## config.mk

```make
export PLATFORM = sky130hd
export DESIGN_NAME = m_illegaltrap
export DESIGN_NICKNAME = d
export VERILOG_FILES = /design/src/rtl/m_illegaltrap_pkg.sv /design/src/rtl/m_illegaldecode.sv /design/src/rtl/m_illegaltrap.sv
export SDC_FILE = /design/constraint.sdc
export NUM_CORES = 1
export LEC_CHECK = 0
export ABC_AREA = 0
export CAP_MARGIN = 20
export CORE_MARGIN = 4
export CORE_UTILIZATION = 25
export CTS_BUF_LIST = sky130_fd_sc_hd__clkbuf_8
export DETAILED_ROUTE_END_ITERATION = 10
export GPL_ROUTABILITY_DRIVEN = 0
export PLACE_DENSITY_LB_ADDON = 0.2
export SYNTH_ARGS = -nofsm -noshare
export SYNTH_HDL_FRONTEND = slang
export SYNTH_SLANG_ARGS = --single-unit
```

## constraint.sdc

```tcl
create_clock -name clk -period 3.55 [get_ports clk]
set_input_delay 0.8875 -clock clk [delete_from_list [all_inputs] [get_ports clk]]
set_output_delay 0.8875 -clock clk [all_outputs]
set_load 0.01 [all_outputs]
```

## src/rtl/m_illegaltrap_pkg.sv

```systemverilog
// Shared constants and types for the illegal-instruction trap block.
// Covers the RV32I opcode map, the funct7 values that decode cares about, and the FSM state type.
package m_illegaltrap_pkg;

  localparam logic [6:0] OPC_LOAD     = 7'b0000011;
  localparam logic [6:0] OPC_MISC_MEM = 7'b0001111;
  localparam logic [6:0] OPC_OP_IMM   = 7'b0010011;
  localparam logic [6:0] OPC_AUIPC    = 7'b0010111;
  localparam logic [6:0] OPC_STORE    = 7'b0100011;
  localparam logic [6:0] OPC_OP       = 7'b0110011;
  localparam logic [6:0] OPC_LUI      = 7'b0110111;
  localparam logic [6:0] OPC_BRANCH   = 7'b1100011;
  localparam logic [6:0] OPC_JALR     = 7'b1100111;
  localparam logic [6:0] OPC_JAL      = 7'b1101111;
  localparam logic [6:0] OPC_SYSTEM   = 7'b1110011;

  localparam logic [6:0] F7_BASE   = 7'b0000000;
  localparam logic [6:0] F7_ALT    = 7'b0100000;
  localparam logic [6:0] F7_MULDIV = 7'b0000001;

  localparam logic [2:0] F3_ADDSUB = 3'b000;
  localparam logic [2:0] F3_SLL    = 3'b001;
  localparam logic [2:0] F3_SR     = 3'b101;

  typedef enum logic {
    ST_IDLE = 1'b0,
    ST_TRAP = 1'b1
  } state_t;

  function automatic logic opcode_known(input logic [6:0] opc);
    logic known;
    case (opc)
      OPC_LOAD, OPC_MISC_MEM, OPC_OP_IMM, OPC_AUIPC, OPC_STORE, OPC_OP,
      OPC_LUI, OPC_BRANCH, OPC_JALR, OPC_JAL, OPC_SYSTEM: known = 1'b1;
      default:                                            known = 1'b0;
    endcase
    return known;
  endfunction

endpackage

```

## src/rtl/m_illegaldecode.sv

```systemverilog
// Combinational legality check of one instruction word.
// The decode depth is chosen by LAZY_DECODE: 0 is full, 1 is opcode only, 2 is INSTR[0] only.
module m_illegaldecode
  import m_illegaltrap_pkg::*;
#(
  parameter int LAZY_DECODE = 0,
  parameter int MULDIV      = 1
) (
  input  logic [31:0] INSTR,
  input  logic        corerunning,
  output logic        illegal
);

  logic [6:0] opc;
  logic [2:0] f3;
  logic [6:0] f7;
  logic [4:0] rd;
  logic [4:0] rs1;
  logic       full_bad;
  logic       bad;

  assign opc = INSTR[6:0];
  assign f3  = INSTR[14:12];
  assign f7  = INSTR[31:25];
  assign rd  = INSTR[11:7];
  assign rs1 = INSTR[19:15];

  // rs2/shamt never affects legality
  logic unused_rs2;
  assign unused_rs2 = ^INSTR[24:20];

  always_comb begin
    full_bad = 1'b0;
    if (!opcode_known(opc)) begin
      full_bad = 1'b1;
    end else begin
      case (opc)
        OPC_OP_IMM: begin
          if (f3 == F3_SLL)
            full_bad = (f7 != F7_BASE);
          else if (f3 == F3_SR)
            full_bad = (f7 != F7_BASE) && (f7 != F7_ALT);
        end
        OPC_OP: begin
          if (f7 == F7_BASE)
            full_bad = 1'b0;
          else if (f7 == F7_ALT)
            full_bad = (f3 != F3_ADDSUB) && (f3 != F3_SR);
          else if (f7 == F7_MULDIV)
            full_bad = (MULDIV == 0);
          else
            full_bad = 1'b1;
        end
        // ecall/ebreak space: operand fields must be zero
        OPC_SYSTEM: begin
          if (f3[1:0] == 2'b00)
            full_bad = (rs1 != 5'd0) || (rd != 5'd0);
        end
        default: full_bad = 1'b0;
      endcase
    end
  end

  always_comb begin
    bad = full_bad;
    if (LAZY_DECODE == 2)
      bad = ~INSTR[0];
    else if (LAZY_DECODE == 1)
      bad = ~opcode_known(opc);
  end

  assign illegal = corerunning & bad;

endmodule

```

## src/rtl/m_illegaltrap.sv

```systemverilog
// Illegal-instruction trap controller: verdict registers, trap FSM, faulting-word capture.
// Build option MIDGETV_ILLCNT_EN adds a saturating counter of trap entries on ill_cnt.
//
// state   | meaning
// --------+--------------------------------------------------------
// ST_IDLE | accepting instructions, instr_ready=1
// ST_TRAP | illegal word captured in mtval, trap_req=1 until trap_ack
module m_illegaltrap
  import m_illegaltrap_pkg::*;
#(
  parameter int LAZY_DECODE = 0,
  parameter int MULDIV      = 1,
  parameter int CNTW        = 8
) (
  input  logic            clk,
  input  logic            rst_n,
  input  logic            corerunning,
  input  logic            instr_valid,
  output logic            instr_ready,
  input  logic [31:0]     INSTR,
  output logic            res_valid,
  output logic            res_legal,
  output logic            trap_req,
  input  logic            trap_ack,
  output logic [31:0]     mtval,
  output logic [CNTW-1:0] ill_cnt,
  input  logic            cnt_clr
);

  state_t state_q;
  state_t state_d;
  logic   illegal;
  logic   accept;
  logic   trap_entry;

  m_illegaldecode #(
    .LAZY_DECODE (LAZY_DECODE),
    .MULDIV      (MULDIV)
  ) u_decode (
    .INSTR       (INSTR),
    .corerunning (corerunning),
    .illegal     (illegal)
  );

  assign accept     = instr_valid & instr_ready;
  assign trap_entry = accept & illegal;

  always_ff @(posedge clk) begin
    if (!rst_n) begin
      state_q   <= ST_IDLE;
      res_valid <= 1'b0;
      res_legal <= 1'b0;
      mtval     <= 32'd0;
    end else begin
      state_q   <= state_d;
      res_valid <= accept;
      res_legal <= accept & ~illegal;
      if (trap_entry)
        mtval <= INSTR;
    end
  end

  always_comb begin
    state_d     = state_q;
    instr_ready = 1'b0;
    trap_req    = 1'b0;
    case (state_q)
      ST_IDLE: begin
        instr_ready = 1'b1;
        if (instr_valid && illegal)
          state_d = ST_TRAP;
      end
      // ready stays low through the ack cycle; acceptance resumes one cycle later
      ST_TRAP: begin
        trap_req = 1'b1;
        if (trap_ack)
          state_d = ST_IDLE;
      end
      default: state_d = ST_IDLE;
    endcase
  end

`ifdef MIDGETV_ILLCNT_EN
  localparam logic [CNTW-1:0] CNT_ONE = CNTW'(1);
  logic [CNTW-1:0] cnt_q;

  // clear wins over a coincident trap entry
  always_ff @(posedge clk) begin
    if (!rst_n)
      cnt_q <= '0;
    else if (cnt_clr)
      cnt_q <= '0;
    else if (trap_entry && (cnt_q != '1))
      cnt_q <= cnt_q + CNT_ONE;
  end

  assign ill_cnt = cnt_q;
`else
  logic unused_cnt_clr;
  assign unused_cnt_clr = cnt_clr;
  assign ill_cnt        = '0;
`endif

endmodule

```

==> flow_summary.toml <==
[drt]
vias = 1423
drt_iter0_markers = 38
route.detailed.drc = 0
ant_nets = 0
wl_per_cell_um = 12.4
via_per_inst = 4.27
routed_wl_um = 4120
dr.pass1.iters = 4

[setup_path]
required_ns = 3.76
critPathTopFamily = "buffers and inverters"
arrival_ns = 3.26
crit_type = "in -> reg"
slowest_stage = "clkdlybuf4s50_1"
timing.critical_path.from = "INSTR[4]"
r2r_start = "state_q$_SDFF_PN0_"
path_cells = "clkdlybuf4s50_1 -> or3b_2 -> nor3_1 -> o311ai_0 -> a31oi_4 -> buf_4 -> mux2i_1"
startpoint_type = "input port"
path_buf_inv = 2
crit_path_max_incr_delay_ns = 0.52
cp_max_fo = 14
endpoint_kind = "flip-flop"

[min_path]
hold_path.startpoint = "mtval[19]$_SDFFE_PN0P_"
holdCritPathClass = "reg -> reg"

[yosys]
synth-edff-count = 0
syn-cell-area_um2 = 1620
synth_area_leaders = "dfxtp_1 43%, mux2i_1 20%, nand2_1 16%"
synth_top_area_cell = "dfxtp_1"
synth.ff_latch_count = 35
synthFlopType = "dfxtp_1"
synth_cell_types = 28
async_reset_ff_frac = 0
postSynthAreaPerCell_um2 = 8.79
yosysSeqAreaShare = 0.433
ys_warn_count = 0
syn_inst = 184
yosysTopAreaCellShare = 0.433

[sta]
finalMaxSlewViolations = 0
period_share = 0.861
hold_viol = 0
final-setup-viol-count = 0
grt_setup_unrepaired = "no"
fmax_mhz = 327
tns_ns = 0
relSlewSlack = 0.514
clock_skew_ns = 0.00637
fin_crit_ns = 3.06
tightest_slew_ns = 0.720

[finish]
drive_gt1_frac = 0.0586
final_cell_mix = "71 x clkdlybuf4s50_1, 67 x nand2_1, 35 x dfxtp_1"
nNetsFinal = 294
area_delta_synth_final_pct = 51.7
layout_commonest_cell = "clkdlybuf4s50_1"
final_area_um2 = 2450
diodes = 0

[placed_design]
dp_hpwl_um = 3180
port_buffers = 72
dpl_cell_area_um2 = 2370

[floorplanning]
initial_utilization = 0.256
die_h_um = 88.4
io_pins = 82
row_count = 29
die_w_um = 88.4
dieArea_um2 = 7820
coreArea_um2 = 6310

[power_and_ir_drop]
p_per_area_nw_per_um2 = 361
ir_drop_mv = 0.165
leakage_uw = 0.000914

[cts]
clock_path_buffers = 2
cts_setup_buffers = 0
cts_made_buffers = 5
clk_latency_ns = 0.28
path_clk_slew_ns = 0.07
cts_resized = 0
holdBufCountCts = 0
cts_tree = "yes"
cts_sinks = 35
ctsHtreeMaxLevel = 2
cts_root_buffer = "clkbuf_8"

[global_route]
grt_antenna_before_repair = 0
grt_pass1_wl_um = 6470
grt_pass1_vias = 1378
grt_max_degree = 42
grt_use_total = 0.109
grt_overflow = 0

[job]
maxCapViolations = 0

[outcome]
status = "finished, final reports clean"
-- where the power goes --
part	leakage (uW)	internal, uW	switching (uW)
Clock	0.0000470	152	136
Combinational	0.000581	99.2	75.2
Sequential	0.000286	414	10.0
-- cells in the mapped netlist (2+ instances only) --
master	instances
nor2b_1	3
clkbuf_1	7
buf_6	3
nor2_1	3
mux2i_1	32
inv_1	2
buf_4	8
a21boi_0	2
nor4_1	3
or4_1	2
nand2_1	67
nand3_1	2
dfxtp_1	35
-- cell type report --
cell class | instances | area [um2]
clock inverters | 1 | 5.00
multi-input cells | 136 | 816
inverters | 2 | 7.51
flip-flops and latches | 35 | 701
fillers | 669 | 3860
well taps | 77 | 96.3
clock buffers | 6 | 82.6
repair buffers | 76 | 746
-- per-layer routing --
metal	up-vias	routed length, um	GRT usage
met1	636	1860	0.135
met4	0	54	0.0453
met2	47	1860	0.165
li1	735	-	-
met3	5	348	0.0484
met5	-	0	0
-- metrics by stage --
| stage | util | power (uW) | setup WS (ns) | instances | hold WS (ns) |
|---|---|---|---|---|---|
| floorplan | - | 516 | 0.701 | 191 | 0.479 |
| global placement | 0.375 | 609 | 0.193 | 326 | 0.442 |
| detailed placement | 0.375 | 610 | 0.157 | 326 | 0.448 |
| CTS | 0.389 | 908 | 0.469 | 333 | 0.460 |
| global route | 0.389 | 941 | 0.344 | 333 | 0.481 |
| finish | 0.389 | 887 | 0.493 | 333 | 0.455 |
-- worst paths after layout --
kind,to,slack [ns],depth (start not counted)
max,mtval[3]$_SDFFE_PN0P_,0.49,7
min,mtval[19]$_SDFFE_PN0P_,0.46,2
max reg2reg,mtval[3]$_SDFFE_PN0P_,2.19,5
min reg2reg,mtval[19]$_SDFFE_PN0P_,0.46,2
-- sequential cells by signal, indices dropped and copies added, names as in the netlist --
register and cells:
res_valid 1, res_legal 1, mtval 32, state_q 1
-- tightest hold or removal path, delay by kind of cell (launching register included) --
kind          cells  cell delay [ns]
mux               1             0.05
simple gates      1             0.05
flops             1             0.31
-- cells by family after synthesis --
group / Yosys count / synth area share
compound gates: 9 / 0.0565
xor+xnor: 1 / 0.00541
buf+inv: 20 / 0.0789
flops: 35 / 0.433
mux: 32 / 0.198
other cells: 1 / 0.00232
simple gates: 86 / 0.226
No activity file was read; power rests on OpenSTA's default activity.
